--- src/rtl/boot_loader.sv ---
// Boot loader: consumes a header + program/data word stream, fills the core's memories,
// then releases the core from reset. All outputs are registered.
module boot_loader #(
    parameter int unsigned BITS     = 32,
    parameter int unsigned PM_DEPTH = 256,
    parameter int unsigned DM_DEPTH = 256
) (
    input  logic                          clk,
    input  logic                          rstn,
    input  logic                          start,
    input  logic                          in_valid,
    input  logic [BITS-1:0]               in_data,
    output logic                          in_ready,
    output logic                          pm_write_en,
    output logic [$clog2(PM_DEPTH)+1:0]   pm_write_address,
    output logic [BITS-1:0]               pm_data_in,
    output logic                          dm_write_en,
    output logic [$clog2(DM_DEPTH)-1:0]   dm_write_address_load,
    output logic [BITS-1:0]               dm_data_in_load,
    output logic                          cpu_rstn,
    output logic                          busy,
    output logic                          done,
    output logic                          error
);
    localparam int unsigned PM_AW = $clog2(PM_DEPTH);
    localparam int unsigned DM_AW = $clog2(DM_DEPTH);
    // Counters one bit wider than the address so a full-depth count fits.
    localparam int unsigned PM_CW = $clog2(PM_DEPTH + 1);
    localparam int unsigned DM_CW = $clog2(DM_DEPTH + 1);

    typedef enum logic [2:0] {
        StIdle, StHeader, StLoadPm, StLoadDm, StDrain, StRun, StError
    } state_t;

    state_t             r_state;
    state_t             w_state_d;
    logic [PM_CW-1:0]   r_pm_n, r_pm_cnt;
    logic [DM_CW-1:0]   r_dm_m, r_dm_cnt;
    logic               r_in_ready, r_pm_we, r_dm_we, r_cpu_rstn, r_busy, r_done, r_error;
    logic [PM_AW+1:0]   r_pm_addr;
    logic [DM_AW-1:0]   r_dm_addr;
    logic [BITS-1:0]    r_pm_data, r_dm_data;
    logic               w_xfer, w_hdr_bad, w_pm_last, w_dm_last;
    logic [15:0]        w_hdr_n, w_hdr_m;

    always_comb begin
        w_xfer    = in_valid && r_in_ready;
        w_hdr_n   = in_data[15:0];
        w_hdr_m   = in_data[31:16];
        w_hdr_bad = (32'(w_hdr_n) > PM_DEPTH) || (32'(w_hdr_m) > DM_DEPTH);
        w_pm_last = (r_pm_cnt == r_pm_n - PM_CW'(1));
        w_dm_last = (r_dm_cnt == r_dm_m - DM_CW'(1));
        w_state_d = r_state;
        case (r_state)
            StIdle, StRun, StError: if (start) w_state_d = StHeader;
            StHeader: begin
                if (w_xfer) begin
                    if (w_hdr_bad)           w_state_d = StError;
                    else if (w_hdr_n != '0)  w_state_d = StLoadPm;
                    else if (w_hdr_m != '0)  w_state_d = StLoadDm;
                    else                     w_state_d = StDrain;
                end
            end
            StLoadPm: if (w_xfer && w_pm_last) w_state_d = (r_dm_m != '0) ? StLoadDm : StDrain;
            StLoadDm: if (w_xfer && w_dm_last) w_state_d = StDrain;
            StDrain:  w_state_d = StRun;
            default:  w_state_d = StIdle;
        endcase
    end

    always_ff @(posedge clk) begin
        if (!rstn) begin
            r_state    <= StIdle;
            r_pm_n     <= '0;
            r_pm_cnt   <= '0;
            r_dm_m     <= '0;
            r_dm_cnt   <= '0;
            r_in_ready <= 1'b0;
            r_pm_we    <= 1'b0;
            r_dm_we    <= 1'b0;
            r_pm_addr  <= '0;
            r_dm_addr  <= '0;
            r_pm_data  <= '0;
            r_dm_data  <= '0;
            r_cpu_rstn <= 1'b0;
            r_busy     <= 1'b0;
            r_done     <= 1'b0;
            r_error    <= 1'b0;
        end else begin
            r_state    <= w_state_d;
            // Status outputs are decoded from the next state so they line up with it.
            r_in_ready <= (w_state_d == StHeader) || (w_state_d == StLoadPm) ||
                          (w_state_d == StLoadDm);
            r_busy     <= (w_state_d == StHeader) || (w_state_d == StLoadPm) ||
                          (w_state_d == StLoadDm) || (w_state_d == StDrain);
            r_cpu_rstn <= (w_state_d == StRun);
            r_done     <= (w_state_d == StRun);
            r_error    <= (w_state_d == StError);
            r_pm_we    <= 1'b0;
            r_dm_we    <= 1'b0;
            if (w_xfer) begin
                case (r_state)
                    StHeader: begin
                        r_pm_n   <= PM_CW'(w_hdr_n);
                        r_dm_m   <= DM_CW'(w_hdr_m);
                        r_pm_cnt <= '0;
                        r_dm_cnt <= '0;
                    end
                    StLoadPm: begin
                        r_pm_we   <= 1'b1;
                        r_pm_addr <= {r_pm_cnt[PM_AW-1:0], 2'b00};
                        r_pm_data <= in_data;
                        r_pm_cnt  <= r_pm_cnt + PM_CW'(1);
                    end
                    StLoadDm: begin
                        r_dm_we   <= 1'b1;
                        r_dm_addr <= r_dm_cnt[DM_AW-1:0];
                        r_dm_data <= in_data;
                        r_dm_cnt  <= r_dm_cnt + DM_CW'(1);
                    end
                    default: ;
                endcase
            end
        end
    end

    assign in_ready              = r_in_ready;
    assign pm_write_en           = r_pm_we;
    assign pm_write_address      = r_pm_addr;
    assign pm_data_in            = r_pm_data;
    assign dm_write_en           = r_dm_we;
    assign dm_write_address_load = r_dm_addr;
    assign dm_data_in_load       = r_dm_data;
    assign cpu_rstn              = r_cpu_rstn;
    assign busy                  = r_busy;
    assign done                  = r_done;
    assign error                 = r_error;
endmodule

--- config.mk ---
export PLATFORM = sky130hd
export DESIGN_NAME = boot_loader
export DESIGN_NICKNAME = d
export VERILOG_FILES = /design/src/rtl/boot_loader.sv
export SDC_FILE = /design/constraint.sdc
export NUM_CORES = 1
export LEC_CHECK = 0
export BUFFER_PORTS_ARGS = -buffer_cell sky130_fd_sc_hd__clkbuf_2
export CAP_MARGIN = 20
export CORE_UTILIZATION = 48
export DETAILED_ROUTE_END_ITERATION = 6
export MAX_ROUTING_LAYER = met4
export PLACE_DENSITY_LB_ADDON = 0.2
export SYNTH_ARGS = -nofsm -noshare
export SYNTH_HDL_FRONTEND = slang
export SYNTH_SLANG_ARGS = --single-unit
--- constraint.sdc ---
create_clock -name clk -period 2.2 [get_ports clk]
set_input_delay 0.44 -clock clk [delete_from_list [all_inputs] [get_ports clk]]
set_output_delay 0.44 -clock clk [all_outputs]
set_load 0.03 [all_outputs]
Word level (Yosys, flattened, before mapping):

Cells that the tools add are included.

* reductions and logical operators: 20
* equality and inequality tests: 14
* magnitude comparators: 2
* add/subtract/negate cells: 4
* muxes and demuxes: 13

Operator list (number)
* case mux 9 bit (2 select lines): 2
* > comparator 16 x 9 -> 1 bit (second input constant): 2
* nonzero test 16 bit: 2
* 2-to-1 mux 3 bit: 8
* adder 9 x 1 -> 9 bit (second input constant): 2
* equality test 3 bit (second input constant): 6
* equality test 9 bit: 2
* subtractor 9 x 1 -> 9 bit (second input constant): 2
* case mux 3 bit (5 select lines): 1
* equality test 3 x 2 -> 1 bit (second input constant): 4
* AND reduction 2 bit: 6
* nonzero test 9 bit: 1
* equality test 3 x 1 -> 1 bit (second input constant): 2
* logical OR 1 bit: 4
* nonzero test 2 bit: 2
* logical AND 1 bit: 3
* logical NOT 3 bit: 1
* OR reduction 3 bit: 1
* 2-to-1 mux 1 bit: 2

* word-level logic and storage cells: 68
* flip-flop bits (word level): 125
* input port bits: 36
* output and inout port bits: 89

Logic depth before layout (Yosys ltp):

Gate-level depths: netlist of run 1.

* depth after elaboration: 10
* depth in mapped cells: 10
* gate-level depth less buffers: 9

Worst setup path after synthesis of run 1:

OpenSTA, ideal clock, no wires.

* kind: register -> register
* start point: register r_pm_n[0]
* end point: register r_busy, in the netlist busy
* cell stages (with the launch flop): 10
* arrival time: 2.316 ns
* library setup time: 0.072 ns
* period minus slack after synthesis: 2.388 ns
* buffers on the path: 0
* slack: -0.188 ns
* data required time: 2.128 ns
* path through: dfxtp_1 inv_1 ha_1 or4b_4 or3_1 a211oi_2 o211ai_1 o211a_1 nand4b_2 mux2i_1

* cells in the longest elaborated chain, start to end: 9
* elaborated cells between the ends (all ways): 12
* those cells by class: add/sub: 1; eq/ne: 5; mux: 2; reduce/logical: 4

Ends and longest elaborated chain
* from (decl): line 37 `logic [PM_CW-1:0] r_pm_n, r_pm_cnt;`
* from (signal assigned): line 104 `r_pm_n <= PM_CW'(w_hdr_n);`
* subtractor 9 x 1 -> 9 bit (*): line 51 `w_pm_last = (r_pm_cnt == r_pm_n - PM_CW'(1));`
* equality test 9 bit (*): line 51
* logical AND 1 bit (*): line 64 `StLoadPm: if (w_xfer && w_pm_last) w_state_d = (r_dm_m != '0) ? StLoadDm : StDrain;`
* 2-to-1 mux 3 bit (*): line 64
* case mux 3 bit (5 select lines) (*): line 54 `case (r_state)`
* equality test 3 x 1 -> 1 bit or equality test 3 x 2 -> 1 bit (tied branches): line 94 `r_busy <= (w_state_d == StHeader) || (w_state_d == StLoadPm) ||`
* logical OR 1 bit (2 in a row): line 94
* logical OR 1 bit (*): line 95 `(w_state_d == StLoadDm) || (w_state_d == StDrain);`
* to (signal assigned): line 94
* to (decl): line 39 `logic r_in_ready, r_pm_we, r_dm_we, r_cpu_rstn, r_busy, r_done, r_error;`

Every way passes the cells marked *; elsewhere a longest branch is shown, timed or not.
A chain may end at the register's enable or synchronous reset.

Final worst setup path of run 1:

* start point: register r_pm_n[1]
* end point: register r_busy, in the netlist busy

The elaborated chain is that of the path after synthesis.

==> impl_results.md, run 1 <==
* Status: complete, but fails checks
* Failing checks: setup timing
* Avg Inst Size Synth at 7.83 µm²
* DR WL/cell at 14.8 µm
* Cts hold-fix bufs at 0
* Layout area overhead at 31.4%
* Worst Path Required at 2650 ps
* Cell count after placement at 936
* GPL Wtd Cong at 0.932
* H-tree Lvls at 4
* Register area share after synthesis at 47.7%
* FF+latch count, synth at 125
* 1st-iter DRT viols at 250
* Net Sw Frac at 22.4%
* Via count at 5182
* I/O Pins at 125
* Crit path time final at 2410 ps
* Num CTS Buffers at 17
* Ys flop type: dfxtp_1
* Vias in the first global route at 4806
* Area leader, netlist: dfxtp_1
* Max-Cap Viols at 0
* CTS tree: yes
* Pin count of the biggest net entering global routing at 51
* Crit end category: register
* IO Port Bufs at 122
* Starting Density at 50.1%
* WS Path Type: reg -> reg
* CTS Buffer Depth at 2
* Fill count at 931
* GRT Residual Overflow at 0
* Ys async rst share at 0%
* Tot Pwr at 5.39 mW
* Comb pwr share at 7.6%
* Setup violations, final at 6
* DR pass1 iterations at 5
* Cell-internal power at 4.18 mW
* Max Fanout on Critical Path at 3
* Hold Crit Class: in -> reg
* Kind of start point of the critical path: register
* Crit share post-route at 109%
* Diode count at 0
* Clock transition at path regs at 60 ps
* Clock power share at 49.5%
* Cell Count, Final, Fillers Out at 969
* Worst Reg-to-Reg Cells at 9
* Sum Neg Setup Slack at -999 ps
* Share of layout cells above drive strength 1 at 26.9%
* Clock Latency Late Sink at 530 ps
* Sequential Area at 0.00250 mm²
* Worst VDD drop at 0.601 mV
* Netlist cell types at 53
* Rows at 37
* Final #Nets at 860
* Placed inst area at 0.00626 mm²
* RSZ-0062 raised after global routing: true
* Sequential power share at 42.9%
* Slew @ Worst Pin at 649 ps
* WHS Path Cells at 3
* Fin Clk Skew at 4.29 ps
* Residual DRC at 0
* Final wirelength at 14400 µm
* Final setup margin at -206 ps
* Metal2 WL at 6650 µm
* Crit path arrival time at 2850 ps
* Clk sinks at 125
* Syn. warnings at 0
* Final Max Slew Viols at 0
* P per Cell Area at 781 mW/mm²
* Root Driver: clkbuf_8
* First-pass GRT wire length at 23400 µm
* Post-synth EDFFs at 0
* Synth top area share at 47.7%
* Post-route ant nets at 0
* Met3 WL at 904 µm
* Post-route cell area at 0.00689 mm²
* Mapped Cells at 670
* Leak at 2.86 nW
* Sw power at 1.21 mW
* Height of the die at 107 µm
* Post-synthesis cell area at 0.00525 mm²
* Commonest non-fill, non-tap cells in the layout: nand2_1 (213), dfxtp_1 (123), clkbuf_2 (122)
* Hold Vio Cnt, Final at 0
* Max_slew headroom at 56.7%
* DR vias/cell at 5.35
* Multi-input logic area at 0.00261 mm²
* Die X at 107 µm
* CORE AREA at 0.0105 mm²
* Gr usage total at 27.2%
* M1 wire length at 6540 µm
* Most area-consuming cells after synthesis: dfxtp_1 (48%), nand2_1 (15%), a21oi_1 (11%), xor2_1 (3.5%), clkbuf_1 (2.5%)
* Detail Placement HPWL at 10000 µm
* Die area at 0.0113 mm²
* F_max at 0.416 GHz
* Most common cell after layout, fill and taps aside: nand2_1
* Max Used Layer: met4
* Initial antenna violation count at 0
## worst max-delay path, cell delays in order (launching register included)
cell      delay, ps
dfxtp_2         320
inv_2            60
ha_4            130
or4b_4          450
or3_1           340
a211oi_2        200
o211ai_1        200
o211a_1         290
nand4b_2        110
mux2i_2         220
## metal layers
metal  GRT usage [%]  vias up
met4            9.88        0
met1            35.1     2449
li1                -     2553
met3            6.32       23
met2            41.7      157
met5               -        -
## power by group through the flow
| stage | combinational [mW] | sequential (mW) | clock (mW) |
|---|---|---|---|
| after global routing | 0.444 | 2.31 | 2.81 |
| after detailed placement | 0.376 | 2.36 | 0 |
| after floorplan | 0.194 | 2.38 | 0 |
| after CTS | 0.391 | 2.31 | 2.72 |
| after global placement | 0.365 | 2.36 | 0 |
| final | 0.409 | 2.31 | 2.67 |
## cell usage after synthesis, drive strengths merged (2+ instances only)
| cell | instances |
|---|---|
| ha | 4 |
| nand2b | 3 |
| and3 | 8 |
| xor2 | 21 |
| xnor2 | 11 |
| or4b | 2 |
| nand2 | 213 |
| nor3 | 8 |
| clkbuf | 35 |
| a21oi | 111 |
| o21ai | 12 |
| or4 | 5 |
| or3 | 6 |
| o2111ai | 2 |
| a21o | 2 |
| nor2 | 28 |
| and2 | 4 |
| and3b | 2 |
| and4 | 3 |
| nor4 | 8 |
| dfxtp | 125 |
| nand4 | 6 |
| inv | 9 |
| nand3 | 12 |
| buf | 6 |
| o211ai | 3 |
## layout make-up
| type | count | area share (%) |
|---|---|---|
| Clock buffer | 25 | 7.02 |
| Tap cell | 136 | 2.47 |
| Multi-Input combinational cell | 496 | 37.8 |
| Sequential cell | 125 | 36.3 |
| Timing Repair Buffer | 171 | 14.6 |
| Inverter | 9 | 0.490 |
| Clock inverter | 7 | 1.23 |
## path summary, 6_finish.rpt
kind	slack, ps	from	to
max	-210	r_pm_n[1]	busy
min	160	in_data[14]	dm_data_in_load[14]
max reg2reg	-210	r_pm_n[1]	busy
min reg2reg	450	pm_write_address[4]	pm_write_address[4]
## cells by family after synthesis
group,share of synthesized area [%]
buffers and inverters,3.94
muxes,0.406
other,0.0715
DFF,47.7
and+or+nand+nor,27.0
AOI/OAI and AO/OA,14.6
xor gates and xnor gates,5.34
adders and majority gates,0.954
## state kept, by name, indices dropped and copies added (netlist names)
signal	cells
error	1
r_dm_m	9
busy	1
dm_write_address_load	8
r_pm_n	9
r_pm_cnt	9
pm_write_en	1
pm_write_address	8
dm_data_in_load	32
done	1
dm_write_en	1
r_dm_cnt	9
pm_data_in	32
r_state	3
in_ready	1
## per-stage QoR
step	utilization (%)	hold slack, ps	setup slack [ps]
floorplan	-	450	-11.9
global placement	59.9	442	-122
detailed placement	59.9	447	-238
CTS	65.5	137	-178
global route	65.9	158	-284
finish	65.9	156	-206
## what timing repair did
item / 4_1_cts / 5_1_grt
buffers inserted: 2 / 0
endpoints found under the hold margin: 0 / 0
pin swaps: 6 / 4
setup endpoints to repair: 7 / 7
resized for setup: 5 / 8
Power figures use the tool's default switching activity.
==> run 2, diff against run 1 <==
==> constraint.sdc (replaced) <==
create_clock -name clk -period 2.2 [get_ports clk]
set_input_delay 0.11 -clock clk [delete_from_list [all_inputs] [get_ports clk]]
set_output_delay 0.11 -clock clk [all_outputs]
set_load 0.03 [all_outputs]
==> impl_results.md, run 2 (synthesis gave the netlist of run 1 again) <==
* GPL Wtd Cong at 0.901
* P per Cell Area at 802 mW/mm²
* H-tree Lvls at 4
* Net Sw Frac at 23.1%
* Final setup margin at -152 ps
* Sequential Area at 0.00250 mm²
* Final wirelength at 15000 µm
* Sw power at 1.32 mW
* Worst Path Required at 2590 ps
* IO Port Bufs at 122
* Placed inst area at 0.00613 mm²
* Rows at 37
* Worst VDD drop at 0.449 mV
* DR vias/cell at 5.37
* Final Max Slew Viols at 0
* Met2 Resource Use GR at 43.3%
* Crit path time final at 2350 ps
* Comb pwr share at 7.4%
* GR peak layer: met2
* Crit path arrival time at 2740 ps
* Cell count after placement at 918
* Root Driver: clkbuf_8
* Worst Reg-to-Reg Cells at 9
* DR pass1 iterations at 6
* CP startpoint: r_pm_n[1]
* Detail Placement HPWL at 9800 µm
* Final #Nets at 875
* Vias in the first global route at 5052
* Sequential power share at 40.3%
* Cell Count, Final, Fillers Out at 984
* GRT Residual Overflow at 0
* Clock Latency Late Sink at 520 ps
* CTS Buffer Depth at 2
* Clk sinks at 125
* Crit share post-route at 107%
* Fin Clk Skew at 9.43 ps
* Pin count of the biggest net entering global routing at 94
* Post-route cell area at 0.00715 mm²
* Kind of start point of the critical path: register
* Status: complete, but fails checks
* Starting Density at 50.1%
* Commonest non-fill, non-tap cells in the layout: nand2_1 (213), dfxtp_1 (123), clkbuf_2 (122)
* Clock power share at 52.3%
* Multi-input logic area at 0.00260 mm²
* Met1 Usage GRT at 35.4%
* Diode count at 0
* Leak at 2.92 nW
* 1st-iter DRT viols at 332
* Crit end category: register
* Worst R2R Start: r_pm_n[1]
* Hold Crit Class: in -> reg
* Slew @ Worst Pin at 515 ps
* Max_slew headroom at 65.7%
* GR met3 Demand/Resource at 6.56%
* Height of the die at 107 µm
* Die X at 107 µm
* I/O Pins at 125
* Clock transition at path regs at 60 ps
* RSZ-0062 raised after global routing: true
* Final Util at 68.3%
* Residual DRC at 0
* Crit path to: busy
* Setup violations, final at 6
* Fill count at 878
* DR WL/cell at 15.3 µm
* Max-Cap Viols at 0
* Failing checks: setup timing
* Most common cell after layout, fill and taps aside: nand2_1
* Share of layout cells above drive strength 1 at 24.8%
* Crit Reg-Reg Endpoint: busy
* Die area at 0.0113 mm²
* Worst R2R Setup Slack at -150 ps
* Via count at 5281
* Hold Vio Cnt, Final at 0
* CORE AREA at 0.0105 mm²
* WS Path Type: reg -> reg
* Initial antenna violation count at 0
* Num CTS Buffers at 17
* Post-route ant nets at 0
* Hold slack at 122 ps
* Layout area overhead at 36.3%
* CTS tree: yes
* First-pass GRT wire length at 24300 µm
* Cell-internal power at 4.41 mW
* F_max at 0.425 GHz
* Max Fanout on Critical Path at 3
* Gr usage total at 28.1%
run 2: power by group through the flow:
stage          registers [mW]  logic, mW  clock network, mW
6_report                 2.31      0.424               3.00
5_1_grt                  2.31      0.459               3.12
4_1_cts                  2.31      0.407               3.02
3_5_place_dp             2.36      0.349                  0
3_3_place_gp             2.36      0.343                  0
2_1_floorplan            2.38      0.194                  0
run 2: how the worst min path moves through the flow:
stage,startpoint,endpoint,cells after the start
3_3_place_gp,in_data[11],dm_data_in_load[11],3
4_1_cts,in_valid,pm_write_address[8],5
6_report,in_valid,pm_write_address[5],5
3_5_place_dp,in_data[11],pm_data_in[11],3
2_1_floorplan,in_data[1],r_pm_n[1],2
5_1_grt,in_valid,pm_write_address[8],5
run 2: through the flow:
step	setup slack [ps]	total power [mW]	TNS (ps)
after CTS	-101	5.74	-459
after global routing	-243	5.90	-1240
after global placement	-35.6	2.70	-54.0
final	-152	5.73	-770
after detailed placement	-94.7	2.71	-265
after floorplan	-11.9	2.57	-11.9
run 2: final cells by class:
type | instances | area share (%)
clock buffers | 20 | 6.37
flip-flops and latches | 125 | 35.0
well taps | 136 | 2.38
repair buffers | 186 | 16.8
clock inverters | 12 | 2.57
inverters | 9 | 0.473
multi-input cells | 496 | 36.4
run 2: per-layer routing:
| metal | share of wire, % | wire (µm) |
|---|---|---|
| met1 | 44 | 6680 |
| met3 | 6.6 | 986 |
| met2 | 47 | 7090 |
| met4 | 1.9 | 282 |
| met5 | 0 | 0 |
run 2: timing repair:
item                                    CTS  global route
setup buffers                             1             0
endpoints found under the setup margin    6             7
endpoints found under the hold margin    85             0
pin swaps                                 5             3
resized for setup                         4             7
hold buffers                             33             0
run 2: worst max-delay path: stages (launching register included):
cell and delay [ps]:
dfxtp_2 320, inv_2 60, ha_4 120, or4b_4 470, or3_4 340, a211oi_2 190
o211ai_1 170, o21ai_1 250, nand4b_2 150, mux2i_1 150
==> run 3, diff against run 2 <==
CORE_MARGIN = 1   (was unset)
CORE_UTILIZATION = 40   (was 48)
==> impl_results.md, run 3 (synthesis gave the netlist of run 1 again) <==
* Worst Reg-to-Reg Cells at 9
* Worst R2R Start: r_pm_n[1]
* Hold slack at 11.2 ps
* Crit Reg-Reg Endpoint: busy
* DR vias/cell at 5.13
* Post-route cell area at 0.00709 mm²
* Slowest-stage cell, CP: or4b_4
* Gr usage total at 23.7%
* Pin count of the biggest net entering global routing at 83
* Die area at 0.0136 mm²
* Failing checks: setup timing
* H-tree Lvls at 4
* Status: complete, but fails checks
* Crit share post-route at 106%
* WHS Path Cells at 3
* First-pass GRT wire length at 23800 µm
* Most common cell after layout, fill and taps aside: nand2_1
* Clock Latency Late Sink at 420 ps
* Cell Count, Final, Fillers Out at 1019
* Final wirelength at 15000 µm
* Layout area overhead at 35.2%
* Clock transition at path regs at 60 ps
* Clk sinks at 125
* Post-route ant nets at 0
* F_max at 0.431 GHz
* DR pass1 iterations at 4
* Tot Pwr at 5.43 mW
* Hold Vio Cnt, Final at 0
* Diode count at 0
* Max-Cap Viols at 0
* Residual DRC at 0
* Commonest non-fill, non-tap cells in the layout: nand2_1 (213), dfxtp_1 (123), clkbuf_2 (122)
* Kind of start point of the critical path: register
* Via count at 5226
* Crit path time final at 2320 ps
* Sum Neg Setup Slack at -568 ps
* Setup violations, final at 6
* Critical path cell sequence: inv_2 > ha_4 > or4b_4 > or3_4 > a211oi_2 > o211ai_1 > o211a_1 > nand4b_2 > mux2i_1
* I/O Pins at 125
* Vias in the first global route at 4941
* Root Driver: clkbuf_16
* Worst R2R Setup Slack at -120 ps
* Placed inst area at 0.00621 mm²
* Final Util at 55.7%
* Hold Crit Class: in -> reg
* Die X at 117 µm
* Share of layout cells above drive strength 1 at 24.6%
* Final #Nets at 874
* Leak at 2.89 nW
* Fin Clk Skew at 8.88 ps
* 1st-iter DRT viols at 237
* P per Cell Area at 767 mW/mm²
* CTS tree: yes
* Crit path arrival time at 2670 ps
* Num CTS Buffers at 17
* Crit end category: register
* Hold-critical path endpoint: pm_data_in[22]
* Worst Path Required at 2540 ps
* GPL Wtd Cong at 0.840
* CTS Buffer Depth at 2
* RSZ-0062 raised after global routing: true
* DR WL/cell at 14.7 µm
* GRT Residual Overflow at 0
* Rows at 41
* CORE AREA at 0.0127 mm²
* Cell count after placement at 957
* Worst VDD drop at 0.375 mV
* Final Max Slew Viols at 0
* Final setup margin at -123 ps
* Hold Crit Start: in_data[22]
* Detail Placement HPWL at 10100 µm
* Critical Path Max Stage Delay at 470 ps
* Height of the die at 117 µm
* WS Path Type: reg -> reg
* Slew @ Worst Pin at 527 ps
* Initial antenna violation count at 0
* Max Fanout on Critical Path at 3
* Worst slack at placement at -131 ps
* Starting Density at 41.2%
* Max_slew headroom at 64.8%
* IO Port Bufs at 122
run 3: how the worst max path moves through the flow:
stage	from	end	slack, ps	cells past startpoint
after floorplan	r_pm_n[1]	busy	-10	9
after global placement	r_pm_n[1]	busy	-40	9
after detailed placement	r_pm_n[1]	busy	-130	9
after CTS	r_pm_n[1]	busy	-140	9
after global routing	r_pm_n[1]	busy	-190	9
final	r_pm_n[1]	busy	-120	9
run 3: final cells by class:
class                           instances  area (µm²)
Tap cell                              172         215
Fill cell                            1243        5630
Sequential cell                       125        2500
Inverter                                9        33.8
Multi-Input combinational cell        496        2570
Timing Repair Buffer                  185        1190
Clock buffer                           17         425
Clock inverter                         15         149
run 3: timing repair:
item,in CTS,in global routing
pin swaps,3,6
endpoints found under the hold margin,66,0
resized for setup,1,3
hold buffers,27,0
gates cloned,0,0
endpoints found under the setup margin,5,7
setup buffers,1,2
run 3: critical path: cells and delay by family, from the launching register on:
| family | cells | cell delay, ps |
|---|---|---|
| adder cells (fa/ha/maj) | 1 | 120 |
| multiplexers | 1 | 200 |
| AND/OR/NAND/NOR | 3 | 910 |
| buffers and inverters | 1 | 60 |
| flip-flops | 1 | 320 |
| AO/OA/AOI/OAI | 3 | 630 |
run 3: where the power goes:
part / leakage, nW / internal (mW) / switching [mW]
Combinational: 1.61 / 0.174 / 0.239
Clock: 0.271 / 1.66 / 1.05
Sequential: 1.01 / 2.29 / 0.0224
run 3: metal layers:
layer	up-vias	track usage, %	wire, µm
li1	2591	-	-
met1	2472	29.7	6950
met2	146	35.9	6910
met3	17	5.60	897
met4	0	10.9	199
met5	-	-	0
